<file path="src/rtl/nway_gate_sweeper.sv">
// rtl/nway_gate_sweeper.sv - N-input selectable gate with registered output and truth-table sweep sequencer
`timescale 1ns/1ps

module nway_gate_sweeper #(
    parameter int N_IN  = 4,
    parameter int DWELL = 1
) (
    input  logic            clk,
    input  logic            rst,
    input  logic            start,
    input  logic [2:0]      mode,
    input  logic            ext_en,
    input  logic [N_IN-1:0] ext_in,
    output logic [N_IN-1:0] pattern,
    output logic            gate_out,
    output logic            busy,
    output logic            done,
    output logic [N_IN:0]   ones_count
);

    // A dwell of one cycle still gets a 1-bit counter so the compare stays legal.
    localparam int              DW         = (DWELL > 1) ? $clog2(DWELL) : 1;
    localparam logic [DW-1:0]   DWELL_LAST = DW'(DWELL - 1);
    localparam logic [N_IN-1:0] ALL_ONES   = '1;

    typedef enum logic {
        S_IDLE  = 1'b0,
        S_SWEEP = 1'b1
    } state_t;

    state_t          r_state;
    logic [N_IN-1:0] r_pattern;
    logic            r_gate;
    logic            r_busy;
    logic            r_done;
    logic [N_IN:0]   r_ones;
    logic [DW-1:0]   r_dwell;
    logic [2:0]      r_mode_q;

    state_t          w_state_nxt;
    logic [N_IN-1:0] w_pattern_nxt;
    logic            w_gate_nxt;
    logic            w_busy_nxt;
    logic            w_done_nxt;
    logic [N_IN:0]   w_ones_nxt;
    logic [DW-1:0]   w_dwell_nxt;
    logic [2:0]      w_mode_q_nxt;
    logic [2:0]      w_mode_eff;
    logic            w_dwell_end;
    logic            w_pattern_last;

    // Reduction of the pattern selected by the mode code; codes 11x give constant 0.
    function automatic logic gate_fn(input logic [N_IN-1:0] p, input logic [2:0] m);
        case (m)
            3'b000:  return &p;
            3'b001:  return |p;
            3'b010:  return ~&p;
            3'b011:  return ~|p;
            3'b100:  return ^p;
            3'b101:  return ~^p;
            default: return 1'b0;
        endcase
    endfunction

    // Next-state and next-value logic; while sweeping, the latched mode drives the gate.
    always_comb begin
        w_state_nxt    = r_state;
        w_pattern_nxt  = r_pattern;
        w_busy_nxt     = r_busy;
        w_done_nxt     = r_done;
        w_ones_nxt     = r_ones;
        w_dwell_nxt    = r_dwell;
        w_mode_q_nxt   = r_mode_q;
        w_mode_eff     = (r_state == S_IDLE) ? mode : r_mode_q;
        w_gate_nxt     = gate_fn(r_pattern, w_mode_eff);
        w_dwell_end    = (r_dwell == DWELL_LAST);
        w_pattern_last = (r_pattern == ALL_ONES);

        case (r_state)
            S_IDLE: begin
                if (start) begin
                    w_mode_q_nxt  = mode;
                    w_pattern_nxt = '0;
                    w_dwell_nxt   = '0;
                    w_ones_nxt    = '0;
                    w_done_nxt    = 1'b0;
                    w_busy_nxt    = 1'b1;
                    w_state_nxt   = S_SWEEP;
                end else if (ext_en) begin
                    w_pattern_nxt = ext_in;
                end
            end
            S_SWEEP: begin
                if (w_dwell_end) begin
                    if (gate_fn(r_pattern, r_mode_q)) begin
                        w_ones_nxt = r_ones + (N_IN+1)'(1);
                    end
                    if (!w_pattern_last) begin
                        w_pattern_nxt = r_pattern + N_IN'(1);
                        w_dwell_nxt   = '0;
                    end else begin
                        w_busy_nxt  = 1'b0;
                        w_done_nxt  = 1'b1;
                        w_state_nxt = S_IDLE;
                    end
                end else begin
                    w_dwell_nxt = r_dwell + DW'(1);
                end
            end
            default: begin
                w_state_nxt = S_IDLE;
            end
        endcase
    end

    // State and datapath registers; reset aborts any sweep in progress.
    always_ff @(posedge clk) begin
        if (rst) begin
            r_state   <= S_IDLE;
            r_pattern <= '0;
            r_gate    <= 1'b0;
            r_busy    <= 1'b0;
            r_done    <= 1'b0;
            r_ones    <= '0;
            r_dwell   <= '0;
            r_mode_q  <= 3'b000;
        end else begin
            r_state   <= w_state_nxt;
            r_pattern <= w_pattern_nxt;
            r_gate    <= w_gate_nxt;
            r_busy    <= w_busy_nxt;
            r_done    <= w_done_nxt;
            r_ones    <= w_ones_nxt;
            r_dwell   <= w_dwell_nxt;
            r_mode_q  <= w_mode_q_nxt;
        end
    end

    assign pattern    = r_pattern;
    assign gate_out   = r_gate;
    assign busy       = r_busy;
    assign done       = r_done;
    assign ones_count = r_ones;

endmodule

</file>
<file path="config.mk">
export PLATFORM = sky130hd
export DESIGN_NAME = nway_gate_sweeper
export DESIGN_NICKNAME = d
export VERILOG_FILES = /design/src/rtl/nway_gate_sweeper.sv
export SDC_FILE = /design/constraint.sdc
export NUM_CORES = 1
export LEC_CHECK = 0
export CELL_PAD_IN_SITES_DETAIL_PLACEMENT = 0
export CELL_PAD_IN_SITES_GLOBAL_PLACEMENT = 1
export CORE_ASPECT_RATIO = 1.5
export CORE_MARGIN = 3
export CORE_UTILIZATION = 35
export DETAILED_ROUTE_END_ITERATION = 7
export PLACE_DENSITY = 0.77
export SLEW_MARGIN = 10
export SYNTH_ARGS = -nofsm -noshare
export SYNTH_HDL_FRONTEND = slang
export SYNTH_SLANG_ARGS = --single-unit
export TNS_END_PERCENT = 100
</file>
<file path="constraint.sdc">
create_clock -name clk -period 2.24 [get_ports clk]
set_input_delay 0.448 -clock clk [delete_from_list [all_inputs] [get_ports clk]]
set_output_delay 0.448 -clock clk [all_outputs]
set_load 0.01 [all_outputs]
</file>
Word-level counts from Yosys, hierarchy flattened
Cells that the tools add are included.

Bits in registers: 17. Word-level logic and storage cells: 69. Latch bits: 0. ROM bits: 0. Memories kept: 0. Memory bits (writable): 0. Output and inout port bits: 12.

Bitwise operators: 1. Multiply operators: 0. Eq/ne operators: 17. Add/sub/neg operators: 3. Muxes and demuxes: 28. Reduce and logical (&&, ||, !) cells: 12. Divide/modulo/power cells: 0. Shift operators: 0. Magnitude comparators: 0.

Operator list (number): $mux 4 (4); $mux 5 (3); $eq 3x2->1 const B (4); $eq 3x3->1 const B (4); $mux 1 (12); $pmux 1 s6 (2); $pmux 5 s2 (1); $reduce_and 3->1 (3); $pmux 1 s2 (4); $pmux 4 s2 (1); $eq 3x1->1 const B (2); $logic_not 3->1 (2); $ne 2x2->1 const B (3); $add 5x1->5 const B (1); $add 4x1->4 const B (1); $eq 4x4->1 const B (1); $ne 2x1->1 const B (2); $reduce_and 4->1 (1); $reduce_or 4->1 (1); $reduce_xnor 4->1 (1); $reduce_xor 4->1 (1); $mux 3 (1); $ne 3x3->1 const B (1); $logic_not 1->1 (2); 3 further kinds (3).

Logic depth before layout (Yosys ltp)
Word-level depth: 8. Depth in mapped cells: 7. Gate-level depth less buffers: 7.

Worst setup path before layout
Ideal clock, no wire load.

Path type: register to register. Start point: reg r_pattern[0] (netlist: pattern[0]). End point: reg r_ones[2] (netlist: ones_count[2]). Path buffers: 0. Setup time: 0.062 ns. Cell stages (with the launch flop): 8. Required time: 2.178 ns. Period minus slack after synthesis: 1.965 ns. Data arrival time: 1.903 ns. Setup slack: 0.275 ns. Cells stage by stage: dfxtp_1 > inv_1 > ha_1 > xnor2_2 > xnor2_1 > a221oi_4 > or4b_1 > nand3_1.

Longest elaborated chain between the ends: 7. Elaborated cells on any way between the ends: 11.

Ends and longest elaborated chain: start, declared (line 32) `logic [N_IN-1:0] r_pattern;`; start signal, assigned (line 129) `r_pattern <= w_pattern_nxt;`; $reduce_or 4->1 / $reduce_and 4->1 (equally long branches); $logic_not 1->1 (on tied branches) (line 58, 57); $pmux 1 s6 (*) (line 54) `case (m)`; $mux 1 (*) (line 94) `if (w_dwell_end) begin`; $mux 1 (*) (line 79) `case (r_state)`; $ne 2x1->1 (no line) (*); $reduce_and 3->1 (no line) (*); end signal, assigned (line 133) `r_ones <= w_ones_nxt;`; end, declared (line 36) `logic [N_IN:0] r_ones;`.

Mark *: on every way between the ends. The rest lies on a longest branch, timed or not. The select of a mux whose other input is x is not followed. A chain may end at the register's enable or synchronous reset.

Final worst setup path
Start point: reg r_pattern[0] (netlist: pattern[0]). End point: reg r_ones[1] (netlist: ones_count[1]).

Same word-level chain as after synthesis.

==> flow_summary.yaml <==
sta:
  finalHoldViolCount: 0
  fin_crit_ns: 2.08
  max_freq_mhz: 480
  tightest_slew_ns: 0.444
  rsz0062_at_grt: "false"
  period_share: 0.930
  fin_setup_tns_ns: 0
  slew_headroom: 0.704
  finalSetupViolCount: 0
  finClkSkew_ns: 0.00748
  slew_violations: 0
setup_path:
  criticalPathCategory: "flop to flop"
  r2r-start: "pattern[0]$_SDFFE_PP0P_"
  startpoint_type: "flop"
  critPathRequiredTime_ns: 2.41
  path_max_fanout: 10
  cp-end-kind: "flop"
  arrival_ns: 2.25
  cp-startpoint: "pattern[0]$_SDFFE_PP0P_"
yosys:
  synth_cell_types: 34
  syn_inst: 115
  syn_area_um2: 973
  synth_top_area_cell: "dfxtp_1"
  synthAdderAreaFrac: 0.0643
  yosys_warnings: 0
  synth.avg_cell_area_um2: 8.46
  syn-num-nets: 131
  ys_ff_latch: 16
  synth-simple-area-share: 0.237
  synth-compound-area-share: 0.213
  ys_seq_area_frac: 0.329
  synthMuxAreaShare: 0.0617
  yosys.area.top_type_share: 0.329
  synthXorXnorAreaFrac: 0.0437
  ys_top_cells_by_area: "dfxtp_1 33%, ha_1 6.4%, mux2i_1 6.2%"
  synth_top_family_by_area: "simple AND/OR/NAND/NOR gates"
finish:
  fin_cells: 174
  final_util: 0.495
  fin_nets: 156
  antenna_cells: 0
  final_cell_mix: "22 x clkdlybuf4s50_1, 16 x dfxtp_1, 13 x nor2_1, 10 x a21oi_1, 9 x nand3_1"
  layout_commonest_cell: "clkdlybuf4s50_1"
  synthToLayoutAreaGrowth_pct: 30.2
  drive_above_1_share: 0.116
floorplanning:
  initial_utilization: 0.380
  coreArea_um2: 2560
  die-area_um2: 3460
  die_h_um: 70.6
  die_width_um: 49.1
  rows: 22
  num_io_pins: 23
pwr:
  power.switching_uw: 194
  clockPowerShare: 0.235
  ir_drop_mv: 0.263
  finalPower_uw: 652
  seqPwrFrac: 0.491
  comb_power_share: 0.273
  internal-power_uw: 458
  p_leak_uw: 0.000484
  p_per_area_nw_per_um2: 514
  p_sw_frac: 0.298
detailed_routing:
  avgRoutedWirePerCell_um: 12.4
  vias: 870
  drtIter0Drc: 10
  drc: 0
  via_per_inst: 5.00
  wirelength_um: 2160
  firstDrtPassIters: 4
  ant_nets: 0
cts:
  ctsResizeCount: 0
  ctsHoldBuffers: 0
  cts_sinks: 16
  root_buffer: "clkbuf_4"
  cts_tree: "built"
  htreeDepth: 1
  path_clk_slew_ns: 0.09
  clk_path_buf_depth: 2
  cts_buffers: 3
  clkLatencyLatePin_ns: 0.29
  cts_setup_buffers: 0
global_route:
  grt_max_degree: 12
  grt_pass1_wl_um: 3650
  grt-ovfl-total: 0
  grt_pass1_vias: 830
  grtUsageTotal: 0.131
  antenna_found_initial: 0
placement:
  dp_hpwl_um: 1720
  gp_congestion: 0.819
  port_buffers: 22
  place_inst: 171
run:
  drv_cap: 0
status:
  run_status: "complete, no violations"
min_path:
  hold_start: "done$_SDFFE_PP0P_"
  hold_class: "flop to flop"
==> layout make-up <==
cell class	instances	area, um2
Clock buffer	3	22.5
Fill cell	261	1290
Inverter	7	26.3
Multi-Input combinational cell	86	603
Sequential cell	16	320
Tap cell	36	45.0
Timing Repair Buffer	26	250
==> layer usage <==
metal	global-route usage	share of wire	routed length [um]	vias up
li1	-	-	-	452
met1	0.145	0.41	878	393
met2	0.243	0.54	1160	21
met3	0.0211	0.042	90	4
met4	0.0475	0.012	25	0
met5	0	0	0	-
==> power groups by stage <==
stage          logic (uW)  clock network (uW)  registers, uW
2_1_floorplan         112                   0            326
3_5_place_dp          180                   0            327
3_3_place_gp          176                   0            326
6_report              178                 153            320
5_1_grt               197                 174            324
4_1_cts               181                 165            321
==> path summary, 6_finish.rpt <==
check / end / slack, ns / cells past startpoint
setup reg to reg: ones_count[1]$_SDFFE_PP0P_ / 0.16 / 7
hold / removal: done$_SDFFE_PP0P_ / 0.46 / 2
setup / recovery: ones_count[1]$_SDFFE_PP0P_ / 0.16 / 7
hold reg to reg: done$_SDFFE_PP0P_ / 0.46 / 2
==> cell usage after synthesis <==
cell type   n
nand4b_1    2
inv_1       7
a21oi_1    10
clkbuf_1    3
xor2_1      2
or4b_1      2
and2_1      3
nand3b_1    1
o31a_1      1
nor3b_1     2
a21boi_2    1
nand2_1     7
xnor2_2     1
nor3b_2     1
a311oi_1    1
buf_2       1
o21ai_0     5
buf_1       2
ha_1        5
o21bai_1    1
dfxtp_1    16
o31ai_1     1
or2_2       2
a22oi_1     1
a21o_2      2
nand3_1     9
a211oi_1    2
o21a_1      1
nand2b_1    1
a221oi_4    1
a311oi_2    1
nor2_1     13
mux2i_1     6
xnor2_1     1
==> sequential cells by signal, indices dropped and copies added, names as in the netlist <==
signal      flops
gate_out        1
r_mode_q        3
ones_count      5
r_state         1
busy            1
done            1
pattern         4
==> critical path, stage by stage (launching register included) <==
cell and delay, ns:
dfxtp_1 0.41, inv_1 0.08, ha_1 0.35, xnor2_2 0.23
xnor2_1 0.13, a221oi_4 0.48, mux2i_1 0.23, nor2_1 0.05
==> per-stage QoR <==
step	hold WS [ns]	area (um2)	setup slack (ns)
after floorplan	0.481	973	0.275
after global placement	0.445	1240	0.242
after detailed placement	0.448	1240	0.160
after CTS	0.462	1270	0.140
after global routing	0.493	1270	0.00333
final	0.459	1270	0.157
==> kinds of logic after synthesis <==
logic type / after synthesis
and+or+nand+nor: 43
AOI/OAI and AO/OA: 28
DFF: 16
buffers and inverters: 13
muxes: 6
adders and majority gates: 5
xor gates and xnor gates: 4
Note: power is estimated with default switching activity, not from simulation.
